File: src/rtl/shift_ser_pkg.sv
// Shared types for the serial-out shift controller: FSM state encoding and
// prescaler width helper.
package shift_ser_pkg;

  typedef enum logic [1:0] {
    ST_IDLE   = 2'd0,
    ST_SHIFT  = 2'd1,
    ST_PARITY = 2'd2,
    ST_DONE   = 2'd3
  } state_e;

  // $clog2(div) would collapse to zero bits when div is 1.
  function automatic int prescale_w(input int div);
    return (div <= 1) ? 1 : $clog2(div);
  endfunction

endpackage

File: src/rtl/shift_tick_gen.sv
// Bit-period prescaler: tick is high on the enabled cycle where the count
// reaches DIV-1.
module shift_tick_gen
  import shift_ser_pkg::*;
#(
  parameter int DIV = 1
) (
  input  logic clk,
  input  logic rst_n,
  input  logic clr,
  input  logic en,
  output logic tick
);

  localparam int              PW   = prescale_w(DIV);
  localparam logic [PW-1:0]   LAST = PW'(DIV - 1);

  logic [PW-1:0] cnt_q, cnt_d;

  assign tick = en && (cnt_q == LAST);

  always_comb begin
    cnt_d = cnt_q;
    if (clr)     cnt_d = '0;
    else if (en) cnt_d = cnt_q + 1'b1;
  end

  always_ff @(posedge clk or negedge rst_n) begin
    if (!rst_n) cnt_q <= '0;
    else        cnt_q <= cnt_d;
  end

endmodule

File: src/rtl/shift_ser_ctrl.sv
// Serial-out shift controller: valid/ready word load, LSB-first shift at DIV
// clocks per bit, done pulse. Define SHIFT_SER_PARITY_EN for a trailing even-parity bit.
module shift_ser_ctrl
  import shift_ser_pkg::*;
#(
  parameter int WIDTH = 8,
  parameter int DIV   = 1
) (
  input  logic                       clk,
  input  logic                       rst_n,
  input  logic                       in_valid,
  input  logic [WIDTH-1:0]           in_data,
  output logic                       in_ready,
  input  logic                       abort,
  output logic                       ser_out,
  output logic                       ser_valid,
  output logic                       busy,
  output logic                       done,
  output logic [$clog2(WIDTH)-1:0]   bit_cnt
);

  localparam int            CW       = $clog2(WIDTH);
  localparam logic [CW-1:0] LAST_BIT = CW'(WIDTH - 1);

  state_e           state_q, state_d;
  logic [WIDTH-1:0] shreg_q, shreg_d;
  logic [CW-1:0]    bit_cnt_q, bit_cnt_d;
  logic             ser_out_q, ser_out_d;
  logic             ser_valid_q, ser_valid_d;
  logic             busy_q, busy_d;
  logic             done_q, done_d;
  logic             pre_clr, pre_en, tick;
`ifdef SHIFT_SER_PARITY_EN
  logic             parity_q, parity_d;
`endif

  shift_tick_gen #(.DIV(DIV)) u_tick (
    .clk   (clk),
    .rst_n (rst_n),
    .clr   (pre_clr),
    .en    (pre_en),
    .tick  (tick)
  );

  assign in_ready  = (state_q == ST_IDLE);
  assign ser_out   = ser_out_q;
  assign ser_valid = ser_valid_q;
  assign busy      = busy_q;
  assign done      = done_q;
  assign bit_cnt   = bit_cnt_q;

  always_comb begin
    state_d   = state_q;
    shreg_d   = shreg_q;
    bit_cnt_d = bit_cnt_q;
    pre_clr   = 1'b0;
    pre_en    = 1'b0;
`ifdef SHIFT_SER_PARITY_EN
    parity_d  = parity_q;
`endif
    case (state_q)
      ST_IDLE: begin
        if (in_valid) begin
          state_d   = ST_SHIFT;
          shreg_d   = in_data;
          bit_cnt_d = '0;
          pre_clr   = 1'b1;
`ifdef SHIFT_SER_PARITY_EN
          parity_d  = ^in_data;
`endif
        end
      end
      ST_SHIFT: begin
        if (abort) begin
          state_d   = ST_IDLE;
          shreg_d   = '0;
          bit_cnt_d = '0;
          pre_clr   = 1'b1;
        end else begin
          pre_en = 1'b1;
          if (tick) begin
            pre_clr = 1'b1;
            if (bit_cnt_q == LAST_BIT) begin
`ifdef SHIFT_SER_PARITY_EN
              state_d = ST_PARITY;
`else
              state_d = ST_DONE;
`endif
            end else begin
              shreg_d   = shreg_q >> 1;
              bit_cnt_d = bit_cnt_q + 1'b1;
            end
          end
        end
      end
`ifdef SHIFT_SER_PARITY_EN
      ST_PARITY: begin
        if (abort) begin
          state_d   = ST_IDLE;
          shreg_d   = '0;
          bit_cnt_d = '0;
          pre_clr   = 1'b1;
        end else begin
          pre_en = 1'b1;
          if (tick) begin
            pre_clr = 1'b1;
            state_d = ST_DONE;
          end
        end
      end
`endif
      ST_DONE: begin
        state_d   = ST_IDLE;
        shreg_d   = '0;
        bit_cnt_d = '0;
      end
      default: state_d = ST_IDLE;
    endcase

    // Outputs are decoded from the next state so they register in step with it.
    ser_valid_d = (state_d == ST_SHIFT) || (state_d == ST_PARITY);
    busy_d      = ser_valid_d;
    done_d      = (state_d == ST_DONE);
    ser_out_d   = 1'b0;
    if (state_d == ST_SHIFT) ser_out_d = shreg_d[0];
`ifdef SHIFT_SER_PARITY_EN
    if (state_d == ST_PARITY) ser_out_d = parity_d;
`endif
  end

  always_ff @(posedge clk or negedge rst_n) begin
    if (!rst_n) begin
      state_q     <= ST_IDLE;
      shreg_q     <= '0;
      bit_cnt_q   <= '0;
      ser_out_q   <= 1'b0;
      ser_valid_q <= 1'b0;
      busy_q      <= 1'b0;
      done_q      <= 1'b0;
`ifdef SHIFT_SER_PARITY_EN
      parity_q    <= 1'b0;
`endif
    end else begin
      state_q     <= state_d;
      shreg_q     <= shreg_d;
      bit_cnt_q   <= bit_cnt_d;
      ser_out_q   <= ser_out_d;
      ser_valid_q <= ser_valid_d;
      busy_q      <= busy_d;
      done_q      <= done_d;
`ifdef SHIFT_SER_PARITY_EN
      parity_q    <= parity_d;
`endif
    end
  end

endmodule

File: config.mk
export PLATFORM = sky130hd
export DESIGN_NAME = shift_ser_ctrl
export DESIGN_NICKNAME = d
export VERILOG_FILES = /design/src/rtl/shift_ser_pkg.sv /design/src/rtl/shift_tick_gen.sv /design/src/rtl/shift_ser_ctrl.sv
export SDC_FILE = /design/constraint.sdc
export NUM_CORES = 1
export LEC_CHECK = 0
export CORE_AREA = 3 3 47 49
export CTS_CLUSTER_SIZE = 28
export DETAILED_ROUTE_END_ITERATION = 10
export DIE_AREA = 0 0 50 52
export PLACE_DENSITY = 0.7
export SYNTH_ARGS = -nofsm -noshare
export SYNTH_HDL_FRONTEND = slang
export SYNTH_SLANG_ARGS = --single-unit
export TNS_END_PERCENT = 100
File: constraint.sdc
create_clock -name clk -period 1.5 [get_ports clk]
set_input_delay 0.225 -clock clk [delete_from_list [all_inputs] [get_ports clk]]
set_output_delay 0.225 -clock clk [all_outputs]
set_load 0.005 [all_outputs]
### After elaboration in Yosys (flattened, before gate mapping)

Cells that the tools add are included.

| cells by class | value |
|---|---|
| equal/unequal tests | 9 |
| add/subtract/negate cells | 2 |
| reductions and logical operators | 6 |
| muxes and demuxes | 24 |
| bitwise operators | 1 |

Operators with widths:

| operator | number |
|---|---|
| two-way mux 8 bit | 4 |
| case mux 8 bit (3 select lines) | 1 |
| two-way mux 3 bit | 4 |
| case mux 3 bit (3 select lines) | 1 |
| two-way mux 1 bit | 8 |
| two-way mux 2 bit | 4 |
| equality test 2 bit (second input constant) | 3 |
| != test 3 bit (second input constant) | 2 |
| equality test 2 x 1 -> 1 bit (second input constant) | 2 |
| case mux 2 bit (2 select lines) | 1 |
| AND reduction 4 bit | 1 |
| adder 3 x 1 -> 3 bit (second input constant) | 1 |
| equality test 3 bit (second input constant) | 1 |
| nonzero test 3 bit | 1 |
| zero test 2 bit | 1 |
| != test 2 bit (second input constant) | 1 |
| case mux 1 bit (2 select lines) | 1 |
| nonzero test 2 bit | 1 |
| adder 1 bit (second input constant) | 1 |
| logical AND 1 bit | 1 |
| logical OR 1 bit | 1 |
| inverter 1 bit | 1 |

| storage, ports and cells | value |
|---|---|
| output and inout port bits | 8 |
| register bits after elaboration | 17 |

### Longest topological paths before layout

| logic depth | value |
|---|---|
| word-level depth | 8 |
| gate-level depth with buffers | 7 |
| depth with buffers taken out | 6 |

### Modules after synthesis

Synthesis repeated with hierarchy kept, for this count alone.

| unflattened totals | value |
|---|---|
| cells, all modules | 71 |
| area total of the unflattened synthesis | 775.7 um2 |

Modules (own cells, without submodules):

| module | seq. area each (um2) | cells an instance | times used | area each (um2) |
|---|---|---|---|---|
| shift_ser_ctrl | 400.4 | 67 | 1 | 729.4 |
| shift_tick_gen | 25.0 | 4 | 1 | 46.3 |

### Worst setup path after synthesis

No wires, ideal clock.

| path | value |
|---|---|
| path type | reg2reg |
| start | register bit_cnt_q[0] (netlist: bit_cnt[0]) |
| end | register shreg_q[2] |
| clock period less this slack | 1.666 ns |
| cell stages (with the launch flop) | 8 |
| setup time | 0.127 ns |
| setup slack | -0.166 ns |
| data arrival time | 1.539 ns |
| path through | dfrtp_1 -> ha_1 -> ha_1 -> nor2_1 -> o32ai_2 -> buf_6 -> a222oi_1 -> inv_1 |

| between the ends | value |
|---|---|
| cells in the longest elaborated chain, start to end | 3 |

RTL lines:

| item | RTL line | source |
|---|---|---|
| start: declaration | shift_ser_ctrl.sv:27 | `logic [CW-1:0] bit_cnt_q, bit_cnt_d;` |
| start signal: assignment | shift_ser_ctrl.sv:146 | `bit_cnt_q <= bit_cnt_d;` |
| equality test 3 bit | shift_ser_ctrl.sv:83 | `if (bit_cnt_q == LAST_BIT) begin` |
| != test 3 bit (no source line) | - |  |
| AND reduction 4 bit (no source line) | - |  |
| end signal: assignment | shift_ser_ctrl.sv:145 | `shreg_q <= shreg_d;` |
| end: declaration | shift_ser_ctrl.sv:26 | `logic [WIDTH-1:0] shreg_q, shreg_d;` |

Every way passes these cells.
A chain may end at the register's enable or synchronous reset.

### Worst setup path after layout

| path | value |
|---|---|
| start | register bit_cnt_q[1] (netlist: bit_cnt[1]) |
| end | register shreg_q[1] |

Same word-level chain as after synthesis.

==> metrics.txt <==
post-synthesis register bit count 17; Crit Path Max Fanout 5; hpwl dp 1090 um; total of warnings raised by yosys 0; wire per inst ~12 um; initial core utilization 0.397; R2R setup slack -0.09 ns; Most used DFF post-synth dfrtp_1; WHS 0.260 ns; Net Sw Frac 0.252; failing checks negative setup slack; Syn Nets 71; Die X 50 um; final hold viol count 0; WL final 1470 um; clk_lat worst skew 0.28 ns; DIE AREA around 2600 sq um; Synth Cell Area 754 sq um; number of global-route vias before repair 594; maximum clock rate 629 MHz; Post-synth EDFFs 0; RR Startpoint bit_cnt[1]; vias post-DR 596; status complete, but fails checks; fraction of layout cells with a size suffix above 1 0.351; hold-fix buffers at CTS 0; power per cell area a little over 900 nW/um^2; post-synthesis sequential area ratio 0.564; CTS root buf clkbuf_4; R2R cell count 7; Routed Antenna Nets 0; largest net degree at the start of global routing 18; fin nets 109; GRT Residual Overflow 0; reg2reg end shreg_q[1]; CTS tree done; Max Cap Viol 0; share of total power in combinational logic 0.250; P_leak between 0.5 and 0.6 nW; Yosys top cell area share 0.564; area grow syn2layout 50.7%; P_sw 0.259 mW; Final WS setup -0.0898 ns; Worst-Margin Slew slightly below 0.4 ns; Max clock buf depth 2; vias per cell about 4.9; critical path class reg -> reg; Core Footprint 1900 sq um; Worst Setup End Kind flip-flop; sequential share of power 0.521; first-pass GRT wire length 2500 um; Die Y 52 um; First-pass DRT Iterations 4; Setup-failing EPs final 10; Total Power around 1.0 mW; antenna cells 0; Slew Limit Headroom 0.740; total CTS buffers 3; Final Max Tran Viols 0; most common cell in the netlist dfrtp_1; RSZ-0062 raised after global routing yes; initial antenna violation count 0; VDD IR max 0.000740 V; Yosys cell types 21; Synth area leaders dfrtp_1 56%, a222oi_1 9.3%, inv_1 4.0%, ha_1 3.3%, buf_6 3.0%; CP required about 1.7 ns; syn_area_per_cell around 13 sq um; DRC Markers 0; clock share of power 0.229; crit path launch type flip-flop; # rows 16; H-tree levels 1; IO Port Bufs 19; leading area contributor after synthesis dfrtp_1; most frequent cells after synthesis 17 x dfrtp_1, 8 x inv_1, 7 x a222oi_1; Tot GR Track Use 0.126; Post-Synthesis Cells 57; Final GP Congestion 0.800; clock-pin transition on the worst setup and hold timing paths 0.09 ns; clock sinks 17; total negative setup slack -0.686 ns; Tmin final 1.59 ns; internal power 0.770 mW; Hold Path Class in -> async; 1st-iter DRT viols 27; worst clock skew 0.00206 ns; Critical Path AT 1.76 ns; Async S/R FF share, synth 1.00; IO Pins 20; final worst path period share 1.06
cells by family after synthesis:
kind of cell    Yosys count  share of synthesized area
fa+ha+maj                 2                     0.0332
compound gates           15                      0.187
simple gates             11                      0.121
flops                    17                      0.564
mux                       1                     0.0149
buf+inv                  11                     0.0796
timing repair:
action,CTS,global route
setup buffers,2,0
gates cloned,0,1
setup endpoints to repair,13,13
pin swaps,1,3
gates resized for setup,6,4
worst max-delay path by stage:
| stage | start | end | cells after the start |
|---|---|---|---|
| floorplan | bit_cnt[1] | shreg_q[2] | 7 |
| global placement | in_valid | shreg_q[5] | 6 |
| detailed placement | in_valid | ser_out | 6 |
| CTS | bit_cnt[1] | shreg_q[6] | 7 |
| global route | bit_cnt[1] | shreg_q[2] | 7 |
| finish | bit_cnt[1] | shreg_q[1] | 7 |
final cells by class:
class                   count  area, sq um
fillers                   160          764
flip-flops and latches     17          427
repair buffers             36          325
multi-input cells          29          295
well taps                  27         33.8
inverters                   8         30.0
clock buffers               4         26.3
sequential cells by signal, summed over array words and instances (netlist names):
signal and count:
shreg_q 8, u_tick.cnt_q 1, bit_cnt 3, done 1, state_q 2, busy 1
ser_out 1
power by group through the flow:
stage	Clock, mW	Combinational, mW	Sequential (mW)
after floorplan	0	0.111	0.548
after global placement	0	0.241	0.549
after detailed placement	0	0.245	0.552
after CTS	0.246	0.256	0.537
after global routing	0.265	0.285	0.543
final	0.235	0.258	0.537
critical path, stage by stage, from the launching register on:
cell      delay, ns
dfrtp_1        0.40
ha_2           0.20
ha_4           0.17
nor2_4         0.08
o32ai_2        0.10
buf_4          0.17
a222oi_1       0.30
inv_1          0.07
metrics by stage:
stage	instances	utilization	cell area, sq um	setup WS (ns)
after floorplan	57	-	772	-0.0356
after global placement	114	0.563	1070	-0.113
after detailed placement	114	0.563	1070	-0.141
after CTS	120	0.591	1120	-0.0956
after global routing	121	0.598	1140	-0.172
final	121	0.598	1140	-0.0898
cell usage in the layout (no fill, tap or decap), types with 2 or more instances in the layout:
| cell type | instances |
|---|---|
| a21oi_1 | 2 |
| a222oi_1 | 7 |
| a22o_2 | 2 |
| buf_4 | 14 |
| buf_6 | 2 |
| clkbuf_4 | 3 |
| clkdlybuf4s50_1 | 15 |
| dfrtp_1 | 16 |
| dlygate4sd2_1 | 2 |
| dlymetal6s2s_1 | 2 |
| inv_1 | 8 |
| nor2_1 | 2 |
| nor4b_1 | 2 |
routing by layer:
| layer | up-vias | GRT usage | wire (um) | share of wire |
|---|---|---|---|---|
| met3 | 2 | 0.0516 | 90 | 0.061 |
| li1 | 284 | - | - | - |
| met1 | 286 | 0.152 | 618 | 0.42 |
| met5 | - | 0 | 0 | 0 |
| met4 | 0 | 0.0138 | 8 | 0.0054 |
| met2 | 24 | 0.217 | 757 | 0.51 |
Note: power is estimated with default switching activity, not from simulation.
